--- config.mk ---
export PLATFORM = sky130hd
export DESIGN_NAME = clk_ratio_sched_flat
export DESIGN_NICKNAME = d
export VERILOG_FILES = /design/src/rtl/clk_ratio_sched_if.sv /design/src/rtl/clk_ratio_sched.sv /design/src/flat_wrapper.sv
export SDC_FILE = /design/constraint.sdc
export NUM_CORES = 1
export LEC_CHECK = 0
export ABC_AREA = 1
export BUFFER_PORTS_ARGS = -buffer_cell sky130_fd_sc_hd__buf_2
export CORE_ASPECT_RATIO = 1.25
export CORE_MARGIN = 8
export CORE_UTILIZATION = 50
export DETAILED_ROUTE_END_ITERATION = 10
export GPL_ROUTABILITY_DRIVEN = 0
export GPL_TIMING_DRIVEN = 0
export PLACE_DENSITY = 0.72
export SLEW_MARGIN = 20
export SYNTH_ARGS = -nofsm -noshare
export SYNTH_HDL_FRONTEND = slang
export SYNTH_SLANG_ARGS = --single-unit
export TNS_END_PERCENT = 30
--- constraint.sdc ---
create_clock -name clk -period 3.18 [get_ports clk]
set_input_delay 0.636 -clock clk [delete_from_list [all_inputs] [get_ports clk]]
set_output_delay 0.636 -clock clk [all_outputs]
set_load 0.03 [all_outputs]
--- src/rtl/clk_ratio_sched_if.sv ---
// Configuration bus for clk_ratio_sched: valid/ready handshake carrying
// both divider half-periods, the sample point and the run length.
interface clk_ratio_sched_if #(
  parameter int CW = 8,
  parameter int EW = 16
);
  logic          cfg_valid;
  logic          cfg_ready;
  logic [CW-1:0] cfg_div1;
  logic [CW-1:0] cfg_div2;
  logic [EW-1:0] cfg_sample;
  logic [EW-1:0] cfg_len;

  modport master (
    output cfg_valid, cfg_div1, cfg_div2, cfg_sample, cfg_len,
    input  cfg_ready
  );

  modport slave (
    input  cfg_valid, cfg_div1, cfg_div2, cfg_sample, cfg_len,
    output cfg_ready
  );
endinterface

--- src/rtl/clk_ratio_sched.sv ---
// Single-clock ratio scheduler: two programmable square waves with edge strobes,
// a bounded/unbounded run window and a one-shot level capture at a programmed cycle.
module clk_ratio_sched #(
  parameter int CW       = 8,
  parameter int EW       = 16,
  parameter int DIV1_RST = 5,
  parameter int DIV2_RST = 10
) (
  input  logic                   clk,
  input  logic                   rst,
  clk_ratio_sched_if.slave       cfg,
  input  logic                   start_i,
  input  logic                   stop_i,
  output logic                   wave1_o,
  output logic                   wave2_o,
  output logic                   tick1_o,
  output logic                   tick2_o,
  output logic                   busy_o,
  output logic                   sample_valid_o,
  output logic [1:0]             sample_lvl_o,
  output logic                   done_o
);

  typedef enum logic [0:0] {
    S_IDLE = 1'b0,
    S_RUN  = 1'b1
  } state_e;

  localparam logic [CW-1:0] ONE_C  = {{(CW-1){1'b0}}, 1'b1};
  localparam logic [CW-1:0] ZERO_C = {CW{1'b0}};
  localparam logic [EW-1:0] ONE_E  = {{(EW-1){1'b0}}, 1'b1};
  localparam logic [EW-1:0] ZERO_E = {EW{1'b0}};
  localparam logic [EW-1:0] SAT_E  = {EW{1'b1}};

  // A zero half-period would never toggle; treat it as the fastest rate.
  function automatic logic [CW-1:0] fix_div(input logic [CW-1:0] d);
    fix_div = (d == ZERO_C) ? ONE_C : d;
  endfunction

  function automatic logic div_wrap(input logic [CW-1:0] cnt, input logic [CW-1:0] div);
    div_wrap = (cnt >= (div - ONE_C));
  endfunction

  state_e        state_q, state_d;
  logic [CW-1:0] div1_q, div1_d, div2_q, div2_d;
  logic [EW-1:0] sample_q, sample_d, len_q, len_d;
  logic [EW-1:0] elapsed_q, elapsed_d;
  logic [CW-1:0] cnt1_q, cnt1_d, cnt2_q, cnt2_d;
  logic          sampled_q, sampled_d;
  logic          wave1_q, wave1_d, wave2_q, wave2_d;
  logic          tick1_q, tick1_d, tick2_q, tick2_d;
  logic          busy_q, busy_d, done_q, done_d;
  logic          sample_valid_q, sample_valid_d;
  logic [1:0]    sample_lvl_q, sample_lvl_d;
  logic          cfg_ready_q, cfg_ready_d;

  logic          cfg_xfer_s;
  logic          last_cycle_s;
  logic          end_run_s;
  logic          wrap1_s, wrap2_s;

  // Next-state and registered-output computation for the whole scheduler.
  always_comb begin
    state_d        = state_q;
    div1_d         = div1_q;
    div2_d         = div2_q;
    sample_d       = sample_q;
    len_d          = len_q;
    elapsed_d      = elapsed_q;
    cnt1_d         = cnt1_q;
    cnt2_d         = cnt2_q;
    sampled_d      = sampled_q;
    wave1_d        = wave1_q;
    wave2_d        = wave2_q;
    tick1_d        = 1'b0;
    tick2_d        = 1'b0;
    busy_d         = busy_q;
    done_d         = 1'b0;
    sample_valid_d = 1'b0;
    sample_lvl_d   = sample_lvl_q;

    cfg_xfer_s   = cfg.cfg_valid && cfg_ready_q;
    last_cycle_s = (len_q != ZERO_E) && (elapsed_q == (len_q - ONE_E));
    end_run_s    = (state_q == S_RUN) && (stop_i || last_cycle_s);
    wrap1_s      = div_wrap(cnt1_q, div1_q);
    wrap2_s      = div_wrap(cnt2_q, div2_q);

    case (state_q)
      S_IDLE: begin
        wave1_d = 1'b0;
        wave2_d = 1'b0;
        // Config lands before the run starts, so a same-cycle start sees it.
        if (cfg_xfer_s) begin
          div1_d   = fix_div(cfg.cfg_div1);
          div2_d   = fix_div(cfg.cfg_div2);
          sample_d = cfg.cfg_sample;
          len_d    = cfg.cfg_len;
        end else begin
          div1_d   = div1_q;
        end
        if (start_i) begin
          state_d   = S_RUN;
          busy_d    = 1'b1;
          elapsed_d = ZERO_E;
          cnt1_d    = ZERO_C;
          cnt2_d    = ZERO_C;
          sampled_d = 1'b0;
        end else begin
          state_d   = S_IDLE;
          busy_d    = 1'b0;
        end
      end

      S_RUN: begin
        // Capture precedes end handling so the final RUN cycle can still sample.
        if (!sampled_q && (elapsed_q == sample_q)) begin
          sample_valid_d = 1'b1;
          sample_lvl_d   = {wave2_q, wave1_q};
          sampled_d      = 1'b1;
        end else begin
          sample_valid_d = 1'b0;
        end

        if (end_run_s) begin
          state_d   = S_IDLE;
          done_d    = 1'b1;
          busy_d    = 1'b0;
          wave1_d   = 1'b0;
          wave2_d   = 1'b0;
          elapsed_d = ZERO_E;
          cnt1_d    = ZERO_C;
          cnt2_d    = ZERO_C;
        end else begin
          state_d   = S_RUN;
          busy_d    = 1'b1;
          elapsed_d = (elapsed_q == SAT_E) ? SAT_E : (elapsed_q + ONE_E);
          if (wrap1_s) begin
            cnt1_d  = ZERO_C;
            wave1_d = ~wave1_q;
            tick1_d = 1'b1;
          end else begin
            cnt1_d  = cnt1_q + ONE_C;
          end
          if (wrap2_s) begin
            cnt2_d  = ZERO_C;
            wave2_d = ~wave2_q;
            tick2_d = 1'b1;
          end else begin
            cnt2_d  = cnt2_q + ONE_C;
          end
        end
      end

      default: begin
        state_d = S_IDLE;
        busy_d  = 1'b0;
        wave1_d = 1'b0;
        wave2_d = 1'b0;
      end
    endcase

    cfg_ready_d = (state_d == S_IDLE);
  end

  // State and output registers with synchronous reset.
  always_ff @(posedge clk) begin
    if (rst) begin
      state_q        <= S_IDLE;
      div1_q         <= CW'(DIV1_RST);
      div2_q         <= CW'(DIV2_RST);
      sample_q       <= ZERO_E;
      len_q          <= ZERO_E;
      elapsed_q      <= ZERO_E;
      cnt1_q         <= ZERO_C;
      cnt2_q         <= ZERO_C;
      sampled_q      <= 1'b0;
      wave1_q        <= 1'b0;
      wave2_q        <= 1'b0;
      tick1_q        <= 1'b0;
      tick2_q        <= 1'b0;
      busy_q         <= 1'b0;
      done_q         <= 1'b0;
      sample_valid_q <= 1'b0;
      sample_lvl_q   <= 2'b00;
      cfg_ready_q    <= 1'b1;
    end else begin
      state_q        <= state_d;
      div1_q         <= div1_d;
      div2_q         <= div2_d;
      sample_q       <= sample_d;
      len_q          <= len_d;
      elapsed_q      <= elapsed_d;
      cnt1_q         <= cnt1_d;
      cnt2_q         <= cnt2_d;
      sampled_q      <= sampled_d;
      wave1_q        <= wave1_d;
      wave2_q        <= wave2_d;
      tick1_q        <= tick1_d;
      tick2_q        <= tick2_d;
      busy_q         <= busy_d;
      done_q         <= done_d;
      sample_valid_q <= sample_valid_d;
      sample_lvl_q   <= sample_lvl_d;
      cfg_ready_q    <= cfg_ready_d;
    end
  end

  assign cfg.cfg_ready    = cfg_ready_q;
  assign wave1_o          = wave1_q;
  assign wave2_o          = wave2_q;
  assign tick1_o          = tick1_q;
  assign tick2_o          = tick2_q;
  assign busy_o           = busy_q;
  assign done_o           = done_q;
  assign sample_valid_o   = sample_valid_q;
  assign sample_lvl_o     = sample_lvl_q;

endmodule

--- src/flat_wrapper.sv ---
// flat-port wrapper written by rule: the top's interface ports become plain ports
module clk_ratio_sched_flat 
#(
  parameter int CW       = 8,
  parameter int EW       = 16,
  parameter int DIV1_RST = 5,
  parameter int DIV2_RST = 10
)
  (clk, rst, start_i, stop_i, wave1_o, wave2_o, tick1_o, tick2_o, busy_o, sample_valid_o, sample_lvl_o, done_o, cfg_cfg_valid, cfg_cfg_div1, cfg_cfg_div2, cfg_cfg_sample, cfg_cfg_len, cfg_cfg_ready);
  clk_ratio_sched_if #(.CW(CW), .EW(EW)) cfg_i ();
  input  logic clk;
  input  logic rst;
  input  logic start_i;
  input  logic stop_i;
  output logic wave1_o;
  output logic wave2_o;
  output logic tick1_o;
  output logic tick2_o;
  output logic busy_o;
  output logic sample_valid_o;
  output logic [1:0] sample_lvl_o;
  output logic done_o;
  input wire logic [$bits(cfg_i.cfg_valid)-1:0] cfg_cfg_valid;
  input wire logic [$bits(cfg_i.cfg_div1)-1:0] cfg_cfg_div1;
  input wire logic [$bits(cfg_i.cfg_div2)-1:0] cfg_cfg_div2;
  input wire logic [$bits(cfg_i.cfg_sample)-1:0] cfg_cfg_sample;
  input wire logic [$bits(cfg_i.cfg_len)-1:0] cfg_cfg_len;
  output wire logic [$bits(cfg_i.cfg_ready)-1:0] cfg_cfg_ready;
  assign cfg_i.cfg_valid = cfg_cfg_valid;
  assign cfg_i.cfg_div1 = cfg_cfg_div1;
  assign cfg_i.cfg_div2 = cfg_cfg_div2;
  assign cfg_i.cfg_sample = cfg_cfg_sample;
  assign cfg_i.cfg_len = cfg_cfg_len;
  assign cfg_cfg_ready = cfg_i.cfg_ready;
  clk_ratio_sched #(.CW(CW), .EW(EW), .DIV1_RST(DIV1_RST), .DIV2_RST(DIV2_RST)) u_core (.clk(clk), .rst(rst), .cfg(cfg_i), .start_i(start_i), .stop_i(stop_i), .wave1_o(wave1_o), .wave2_o(wave2_o), .tick1_o(tick1_o), .tick2_o(tick2_o), .busy_o(busy_o), .sample_valid_o(sample_valid_o), .sample_lvl_o(sample_lvl_o), .done_o(done_o));
endmodule
==> results.yml, run 1 <==
min_path:
  hold_class: "flip-flop to flip-flop"
  holdPathStages: 2
setup_path:
  startpoint_type: "flip-flop"
  worstPathRequired_ns: 3.47
  ff2ff_path_depth: 14
  cp-end-kind: "flip-flop"
  crit_fanout: 10
  cp.arrival_ns: 3.11
  worstSetupPathType: "flip-flop to flip-flop"
finish:
  n_fill_cell: 1029
  seq_area_mm2: 0.00182
  multiInputGateArea_mm2: 0.00317
  drive_gt1_share_pct: 15.4
  nets: 932
  mostFrequentLayoutCells: "nand2_1, nor2_1, dfxtp_1"
  num_antenna_cells: 0
  syn2layout_area_growth_pct: 14.4
  final_common_cell: "nand2_1"
  fin_util_pct: 58.7
route:
  wl_per_cell_um: 15.3
  met1_length_um: 6000
  ant_nets: 0
  route.met3.wl_um: 830
  wl_met2_um: 7860
  drt_wl_total_um: 15200
  vias: 5393
  top_layer: "met4"
  dr.pass1.iters: 5
  drt_iter0_markers: 309
  drc: 0
  via_per_inst: 5.43
timing:
  period_minus_slack_ns: 2.82
  slew_headroom_pct: 54.6
  setup_violations: 0
  worstMarginPinSlew_ns: 0.682
  rsz0062_at_grt: "false"
  fin_crit_sh_pct: 88.6
  holdWs_ns: 0.454
  slew_viol_final: 0
  hold_viol_final: 0
  fmax_ghz: 0.355
  skew_ns: 0.00998
  finalSetupTns_ns: 0
logic_synthesis:
  synth-compound-area-share_pct: 10.6
  synth_cell_types: 37
  ys_ff_latch: 91
  synthAdderAreaFrac_pct: 5.28
  ys_seq_area_share_pct: 33.4
  synthSimpleGateAreaFrac_pct: 36.1
  syn_avg_cell_area_um2: 6.95
  netlist_area_mm2: 0.00545
  synth.area.mux_share_pct: 0
  yosysWarnings: 0
  syn-instance-count: 784
  synth_xor_area_share_pct: 6.20
  synth_nets: 860
  synth_top_family_by_area: "simple AND/OR/NAND/NOR gates"
cts:
  clk_pin_slew_ns: 0.07
  cts_resized: 0
  post-cts-setup-buffers: 0
  clk_latency_ns: 0.34
  ctsHoldBuffers: 0
  h-tree-depth: 3
  cts_root_buffer: "clkbuf_16"
  cts_inserted_buffers: 9
  cts_tree: "built"
  numClockSinks: 91
  cts_buffer_depth: 2
run_status:
  run_status: "finished, final reports clean"
floorplanning:
  die_h_um: 133
  ios: 63
  die_w_um: 109
  die-area_mm2: 0.0145
  start_util_pct: 51.3
  rows: 42
  coreArea_mm2: 0.0106
grt:
  grt_pass1_vias: 5317
  grt_pass1_wl_um: 25200
  antenna_found_initial: 0
  grt_usage_pct: 21.5
  grt_overflow: 0
  grt_max_degree: 16
power_and_ir_drop:
  leakage_nw: 2.85
  powerDensity_mw_per_mm2: 471
  peakVddDrop_mv: 0.275
place:
  portBuffers: 61
  post-dp-hpwl_um: 11800
flow_run:
  maxCapViolations: 0
-- worst max-delay path, cell delays in order, from the launching register on --
cell and delay (ns):
dfxtp_1 0.30, inv_1 0.12, ha_1 0.21, nand2_1 0.10, nor3_1 0.18, xor2_1 0.17
inv_1 0.07, ha_1 0.28, nand2_1 0.09, nor2_1 0.05, a211oi_1 0.23, nand3_1 0.42
nor3b_1 0.39, nand3_2 0.10, nand2_1 0.06
-- layout make-up --
class | instances | share of cell area [%]
clock buffers | 12 | 4.12
clock inverters | 4 | 0.904
multi-input cells | 581 | 50.9
flip-flops and latches | 91 | 29.2
plain buffers | 32 | 2.49
repair buffers | 61 | 4.90
inverters | 80 | 4.82
well taps | 132 | 2.65
-- power by group --
part / internal, mW / total (mW) / switching (mW)
logic: 0.200 / 0.551 / 0.351
clock network: 0.658 / 1.12 / 0.464
registers: 1.20 / 1.26 / 0.0612
total: 2.06 / 2.94 / 0.876
-- metrics by stage --
stage,power (mW),std cells,worst slack [ns],area [um2]
global route,3.08,993,0.204,6230
finish,2.94,993,0.363,6230
detailed placement,1.83,977,0.400,5920
floorplan,1.67,784,0.932,5450
CTS,2.95,993,0.346,6230
global placement,1.82,977,0.482,5920
-- logic make-up (layout without fill, tap and decap cells) --
kind of cell             after synthesis  count (layout)
AND/OR/NAND/NOR                      414             414
buffers and inverters                112             189
AO/OA/AOI/OAI                        107             107
flip-flops                            91              91
XOR/XNOR                              37              37
adder cells (fa/ha/maj)               23              23
-- flip-flops by register name (all words and copies together) (netlist names) --
register / cells
u_core.elapsed_q: 16
u_core.len_q: 16
u_core.sample_q: 16
u_core.cnt1_q: 8
u_core.cnt2_q: 8
u_core.div1_q: 8
u_core.div2_q: 8
u_core.sample_lvl_o: 2
u_core.cfg.cfg_ready: 1
u_core.done_o: 1
u_core.sample_valid_o: 1
u_core.sampled_q: 1
u_core.state_q: 1
u_core.tick1_o: 1
u_core.tick2_o: 1
u_core.wave1_o: 1
u_core.wave2_o: 1
-- path summary, 6_finish.rpt --
kind / startpoint / end / slack (ns)
setup / recovery: u_core.div2_q[0]$_SDFFE_PP0P_ / u_core.cnt2_q[2]$_SDFFE_PP0P_ / 0.36
hold / removal: u_core.sampled_q$_SDFFE_PP0P_ / u_core.sampled_q$_SDFFE_PP0P_ / 0.45
setup reg to reg: u_core.div2_q[0]$_SDFFE_PP0P_ / u_core.cnt2_q[2]$_SDFFE_PP0P_ / 0.36
hold reg to reg: u_core.sampled_q$_SDFFE_PP0P_ / u_core.sampled_q$_SDFFE_PP0P_ / 0.45
-- synthesized netlist by cell type, drive strengths merged --
master / count / share of area (%)
nand2: 152 / 11
nor2: 129 / 9.5
nand3: 100 / 12
dfxtp: 91 / 33
inv: 80 / 5.5
o21ai: 57 / 5.2
a21oi: 32 / 2.9
xor2: 24 / 3.9
ha: 23 / 5.3
clkbuf: 22 / 1.5
nor3: 13 / 1.3
xnor2: 12 / 1.9
buf: 10 / 1.3
nand4: 9 / 1.0
a211oi: 7 / 0.96
o22ai: 5 / 0.57
nor3b: 4 / 0.55
nor4: 4 / 0.57
nand3b: 2 / 0.28
o211ai: 2 / 0.28
a221oi: 1 / 0.16
o2111ai: 1 / 0.16
o21bai: 1 / 0.14
o221ai: 1 / 0.16
or2: 1 / 0.11
xnor3: 1 / 0.41
-- routing by layer --
metal / global-route usage (%) / vias up
met5: 0 / -
met4: 9.63 / 0
met3: 3.50 / 37
met2: 38.2 / 153
met1: 24.1 / 2500
li1: - / 2703
(Power assumes the default switching activity.)
==> inputs of run 2 (changes only) <==
--- a/config.mk
+++ b/config.mk
@@ -13,7 +13,7 @@
 export DETAILED_ROUTE_END_ITERATION = 10
 export GPL_ROUTABILITY_DRIVEN = 0
 export GPL_TIMING_DRIVEN = 0
-export PLACE_DENSITY = 0.72
+export PLACE_DENSITY = 0.81
 export SLEW_MARGIN = 20
 export SYNTH_ARGS = -nofsm -noshare
 export SYNTH_HDL_FRONTEND = slang
==> results.yml, run 2 (synthesis results as in run 1) <==
finish:
  drive_gt1_share_pct: 15.4
  num_antenna_cells: 0
  mostFrequentLayoutCells: "nand2_1, nor2_1, dfxtp_1"
  syn2layout_area_growth_pct: 14.5
  final_common_cell: "nand2_1"
  nets: 932
  n_fill_cell: 1032
  instances_no_fill: 993
  reg.largest.list: "u_core.elapsed_q: 16 flops, u_core.len_q: 16 flops, u_core.sample_q: 16 flops"
min_path:
  hold_class: "flip-flop to flip-flop"
setup_path:
  cp.arrival_ns: 3.05
  worstPathRequired_ns: 3.46
  crit_fanout: 10
  worstSetupPathType: "flip-flop to flip-flop"
  cp-end-kind: "flip-flop"
  startpoint_type: "flip-flop"
place:
  portBuffers: 61
  post-place-ws_ns: 0.448
  dp.cells: 977
  post-dp-hpwl_um: 11000
cts:
  cts_inserted_buffers: 9
  ctsHoldBuffers: 0
  post-cts-setup-buffers: 0
  clk_pin_slew_ns: 0.07
  cts_tree: "built"
  clk_latency_ns: 0.34
  cts_buffer_depth: 2
  numClockSinks: 91
  cts_root_buffer: "clkbuf_16"
  cts_resized: 0
  h-tree-depth: 3
timing:
  setup_violations: 0
  slew_viol_final: 0
  fin_crit_sh_pct: 86.9
  worst_slack_ns: 0.416
  holdWs_ns: 0.459
  slew_headroom_pct: 52.0
  fmax_ghz: 0.362
  period_minus_slack_ns: 2.76
  rsz0062_at_grt: "false"
  finalSetupTns_ns: 0
  hold_viol_final: 0
  worstMarginPinSlew_ns: 0.719
  skew_ns: 0.00785
power_and_ir_drop:
  power_mw: 2.96
  leakage_nw: 2.84
  peakVddDrop_mv: 0.246
  powerDensity_mw_per_mm2: 475
route:
  met1_length_um: 5620
  drc: 0
  wl_per_cell_um: 14.3
  vias: 5314
  route.met3.wl_um: 862
  via_per_inst: 5.35
  top_layer: "met4"
  drt_iter0_markers: 226
  ant_nets: 0
  dr.pass1.iters: 4
  wl_met2_um: 7250
  drt_wl_total_um: 14200
flow_run:
  maxCapViolations: 0
grt:
  antenna_found_initial: 0
  grt_pass1_vias: 5020
  grt_usage_pct: 20.1
  grt_pass1_wl_um: 23300
  grt_overflow: 0
  grt_max_degree: 16
floorplanning:
  die_w_um: 109
  coreArea_mm2: 0.0106
  die-area_mm2: 0.0145
  start_util_pct: 51.3
  rows: 42
  die_h_um: 133
  ios: 63
run_status:
  run_status: "finished, final reports clean"
==> run 2: cell count changes in the layout (fill, tap and decap cells not counted), sizes merged <==
cell      before  now
bufinv         1    2
clkinvlp       0    2
clkinv         2    1
clkbuf        34   32
==> run 2: final cells by class <==
| type | count | area, um2 | area share [%] |
|---|---|---|---|
| Clock buffer | 10 | 229 | 3.67 |
| Sequential cell | 91 | 1820 | 29.2 |
| Tap cell | 132 | 165 | 2.65 |
| Timing Repair Buffer | 61 | 305 | 4.90 |
| Clock inverter | 6 | 88.8 | 1.42 |
| Inverter | 80 | 300 | 4.82 |
| Multi-Input combinational cell | 581 | 3170 | 50.8 |
| Buffer | 32 | 155 | 2.49 |
==> run 2: where the power goes <==
part	switching, mW	internal [mW]
Clock	0.460	0.691
Sequential	0.0586	1.20
Combinational	0.351	0.199
==> run 2: path summary, 6_finish.rpt <==
| check | from | endpoint | slack [ns] | cells after the start |
|---|---|---|---|---|
| max reg2reg | u_core.div1_q[0]$_SDFFE_PP1P_ | u_core.cnt1_q[3]$_SDFFE_PP0P_ | 0.42 | 14 |
| min reg2reg | u_core.sample_lvl_o[1]$_SDFFE_PP0P_ | u_core.sample_lvl_o[1]$_SDFFE_PP0P_ | 0.46 | 2 |
| min | u_core.sample_lvl_o[1]$_SDFFE_PP0P_ | u_core.sample_lvl_o[1]$_SDFFE_PP0P_ | 0.46 | 2 |
| max | u_core.div1_q[0]$_SDFFE_PP1P_ | u_core.cnt1_q[3]$_SDFFE_PP0P_ | 0.42 | 14 |
==> run 2: per-stage QoR <==
step / util, % / instance area (um2)
2_1_floorplan: - / 5450
3_3_place_gp: 55.8 / 5920
3_5_place_dp: 55.8 / 5920
4_1_cts: 58.7 / 6240
5_1_grt: 58.7 / 6240
6_report: 58.7 / 6240
==> run 2: critical path: stages (launching register included) <==
cell	delay, ns
dfxtp_1	0.30
inv_1	0.15
ha_1	0.21
nand2_1	0.09
nor3_1	0.18
xor2_1	0.17
inv_1	0.05
ha_1	0.26
nand2_1	0.09
nor2_1	0.05
a211oi_1	0.18
nand3_1	0.42
nor3b_1	0.39
nand3_2	0.10
nand2_1	0.07
==> run 2: routing by layer <==
layer	global-route usage (%)	vias up
met3	4.32	35
met2	34.8	158
met4	8.28	0
met1	22.9	2419
li1	-	2702
met5	0	-
==> inputs of run 3 (changes only) <==
--- a/config.mk
+++ b/config.mk
@@ -7,13 +7,15 @@
 export LEC_CHECK = 0
 export ABC_AREA = 1
 export BUFFER_PORTS_ARGS = -buffer_cell sky130_fd_sc_hd__buf_2
+export CAP_MARGIN = 5
 export CORE_ASPECT_RATIO = 1.25
 export CORE_MARGIN = 8
-export CORE_UTILIZATION = 50
+export CORE_UTILIZATION = 25
 export DETAILED_ROUTE_END_ITERATION = 10
 export GPL_ROUTABILITY_DRIVEN = 0
 export GPL_TIMING_DRIVEN = 0
-export PLACE_DENSITY = 0.81
+export MAX_ROUTING_LAYER = met4
+export PLACE_DENSITY = 0.52
 export SLEW_MARGIN = 20
 export SYNTH_ARGS = -nofsm -noshare
 export SYNTH_HDL_FRONTEND = slang
==> results.yml, run 3 (synthesis results as in run 1) <==
route:
  drt_iter0_markers: 309
  via_per_inst: 4.60
  vias: 5241
  wl_per_cell_um: 15.1
  drt_wl_total_um: 17300
  dr.pass1.iters: 5
  drc: 0
  ant_nets: 0
finish:
  instances_no_fill: 1140
  drive_gt1_share_pct: 15.6
  n_fill_cell: 2435
  seq_area_mm2: 0.00182
  finalInstanceArea_mm2: 0.00639
  num_antenna_cells: 0
  nets: 932
  final_common_cell: "nand2_1"
  syn2layout_area_growth_pct: 17.2
  fin_util_pct: 29.7
  reg.largest.list: "u_core.elapsed_q: 16 flops, u_core.len_q: 16 flops, u_core.sample_q: 16 flops"
  mostFrequentLayoutCells: "nand2_1, nor2_1, dfxtp_1"
  multiInputGateArea_mm2: 0.00317
timing:
  worstMarginPinSlew_ns: 0.774
  rsz0062_at_grt: "false"
  period_minus_slack_ns: 2.69
  hold_viol_final: 0
  holdWs_ns: 0.454
  slew_viol_final: 0
  fin_crit_sh_pct: 84.5
  fmax_ghz: 0.372
  setup_violations: 0
  worst_slack_ns: 0.493
  slew_headroom_pct: 48.4
  skew_ns: 0.0173
  finalSetupTns_ns: 0
setup_path:
  worstSetupPathType: "flip-flop to flip-flop"
  ff2ff_path_depth: 14
  cp.arrival_ns: 2.99
  crit_fanout: 10
  rr_startpoint: "u_core.div2_q[0]$_SDFFE_PP0P_"
  cp-end-kind: "flip-flop"
  cpMaxStageDelayCell: "nand3_1"
  critical_path.most_common_cell: "nand2_1"
  reg2reg_to: "u_core.cnt2_q[3]$_SDFFE_PP0P_"
  cp_cell_sequence: "inv_1 -> ha_1 -> nand2_1 -> nor3_1 -> xor2_1 -> inv_1 -> ha_1 -> nand2_1 -> nor2_1 -> a211oi_1 -> nand3_1 -> nor3b_1 -> nand3_2 -> nand2_1"
  startpoint_type: "flip-flop"
  r2r_slack_ns: 0.49
  cpPeakStageDelay_ns: 0.42
  worstPathRequired_ns: 3.48
cts:
  cts_resized: 0
  cts_buffer_depth: 2
  clk_latency_ns: 0.36
  post-cts-setup-buffers: 0
  clk_pin_slew_ns: 0.07
  h-tree-depth: 3
  cts_tree: "built"
  numClockSinks: 91
  cts_root_buffer: "clkbuf_16"
  ctsHoldBuffers: 0
  cts_inserted_buffers: 9
floorplanning:
  ios: 63
  die-area_mm2: 0.0268
  start_util_pct: 25.4
  rows: 60
  coreArea_mm2: 0.0215
  die_w_um: 148
  die_h_um: 181
place:
  portBuffers: 61
  dpl_cell_area_mm2: 0.00610
  post-place-ws_ns: 0.431
  post-dp-hpwl_um: 13600
  dp.cells: 1124
power_and_ir_drop:
  netSwitchingFraction_pct: 32.1
  power_frac_comb_pct: 19.4
  p_sw_uw: 929
  powerDensity_mw_per_mm2: 453
  leakage_nw: 2.83
  power_mw: 2.89
  p_int_mw: 1.96
  sequentialPowerShare_pct: 43.7
  peakVddDrop_mv: 0.270
  power_frac_clock_pct: 36.9
grt:
  grt_max_degree: 17
  antenna_found_initial: 0
  grt_usage_pct: 13.3
  grt_overflow: 0
  grt_pass1_vias: 5083
  grt_pass1_wl_um: 27100
min_path:
  hold_end: "u_core.sample_lvl_o[1]$_SDFFE_PP0P_"
  hold_class: "flip-flop to flip-flop"
  holdPathStages: 2
  hold_start: "u_core.sample_lvl_o[1]$_SDFFE_PP0P_"
flow_run:
  maxCapViolations: 0
run_status:
  run_status: "finished, final reports clean"
## run 3: layout make-up
cell class                 count  area share [%]
clock buffer                  10            3.74
inverter                      80            4.70
clock inverter                 6           0.725
timing repair buffer          61            4.78
multi-input combinational    581            49.6
sequential                    91            28.5
buffer                        32            2.43
tap                          279            5.47
## run 3: power groups by stage
stage / Combinational [mW] / Clock [mW] / Sequential [mW]
after global routing: 0.644 / 1.15 / 1.27
after floorplan: 0.394 / 0 / 1.28
after global placement: 0.564 / 0 / 1.29
after CTS: 0.570 / 1.09 / 1.26
final: 0.561 / 1.07 / 1.26
after detailed placement: 0.567 / 0 / 1.29
## run 3: layer usage
metal	track usage [%]	wire, um
met1	15.0	7690
met2	23.2	8660
met3	2.08	476
met4	5.07	435
met5	-	0
## run 3: critical path: cells and delay by family (launching register included)
kind                     cells  cell delay, ns
buffers and inverters        2            0.17
adder cells (fa/ha/maj)      2            0.47
AO/OA/AOI/OAI                1            0.17
AND/OR/NAND/NOR              8            1.37
XOR/XNOR                     1            0.16
flip-flops                   1            0.30
## run 3: how the worst max path moves through the flow
stage | from | to | cells past startpoint
floorplan | u_core.div1_q[0]$_SDFFE_PP1P_ | u_core.cnt1_q[2]$_SDFFE_PP0P_ | 14
global placement | u_core.div1_q[0]$_SDFFE_PP1P_ | u_core.cnt1_q[2]$_SDFFE_PP0P_ | 14
detailed placement | u_core.div1_q[0]$_SDFFE_PP1P_ | u_core.cnt1_q[3]$_SDFFE_PP0P_ | 14
CTS | u_core.div1_q[0]$_SDFFE_PP1P_ | u_core.cnt1_q[3]$_SDFFE_PP0P_ | 14
global route | u_core.div2_q[0]$_SDFFE_PP0P_ | u_core.cnt2_q[3]$_SDFFE_PP0P_ | 14
finish | u_core.div2_q[0]$_SDFFE_PP0P_ | u_core.cnt2_q[3]$_SDFFE_PP0P_ | 14
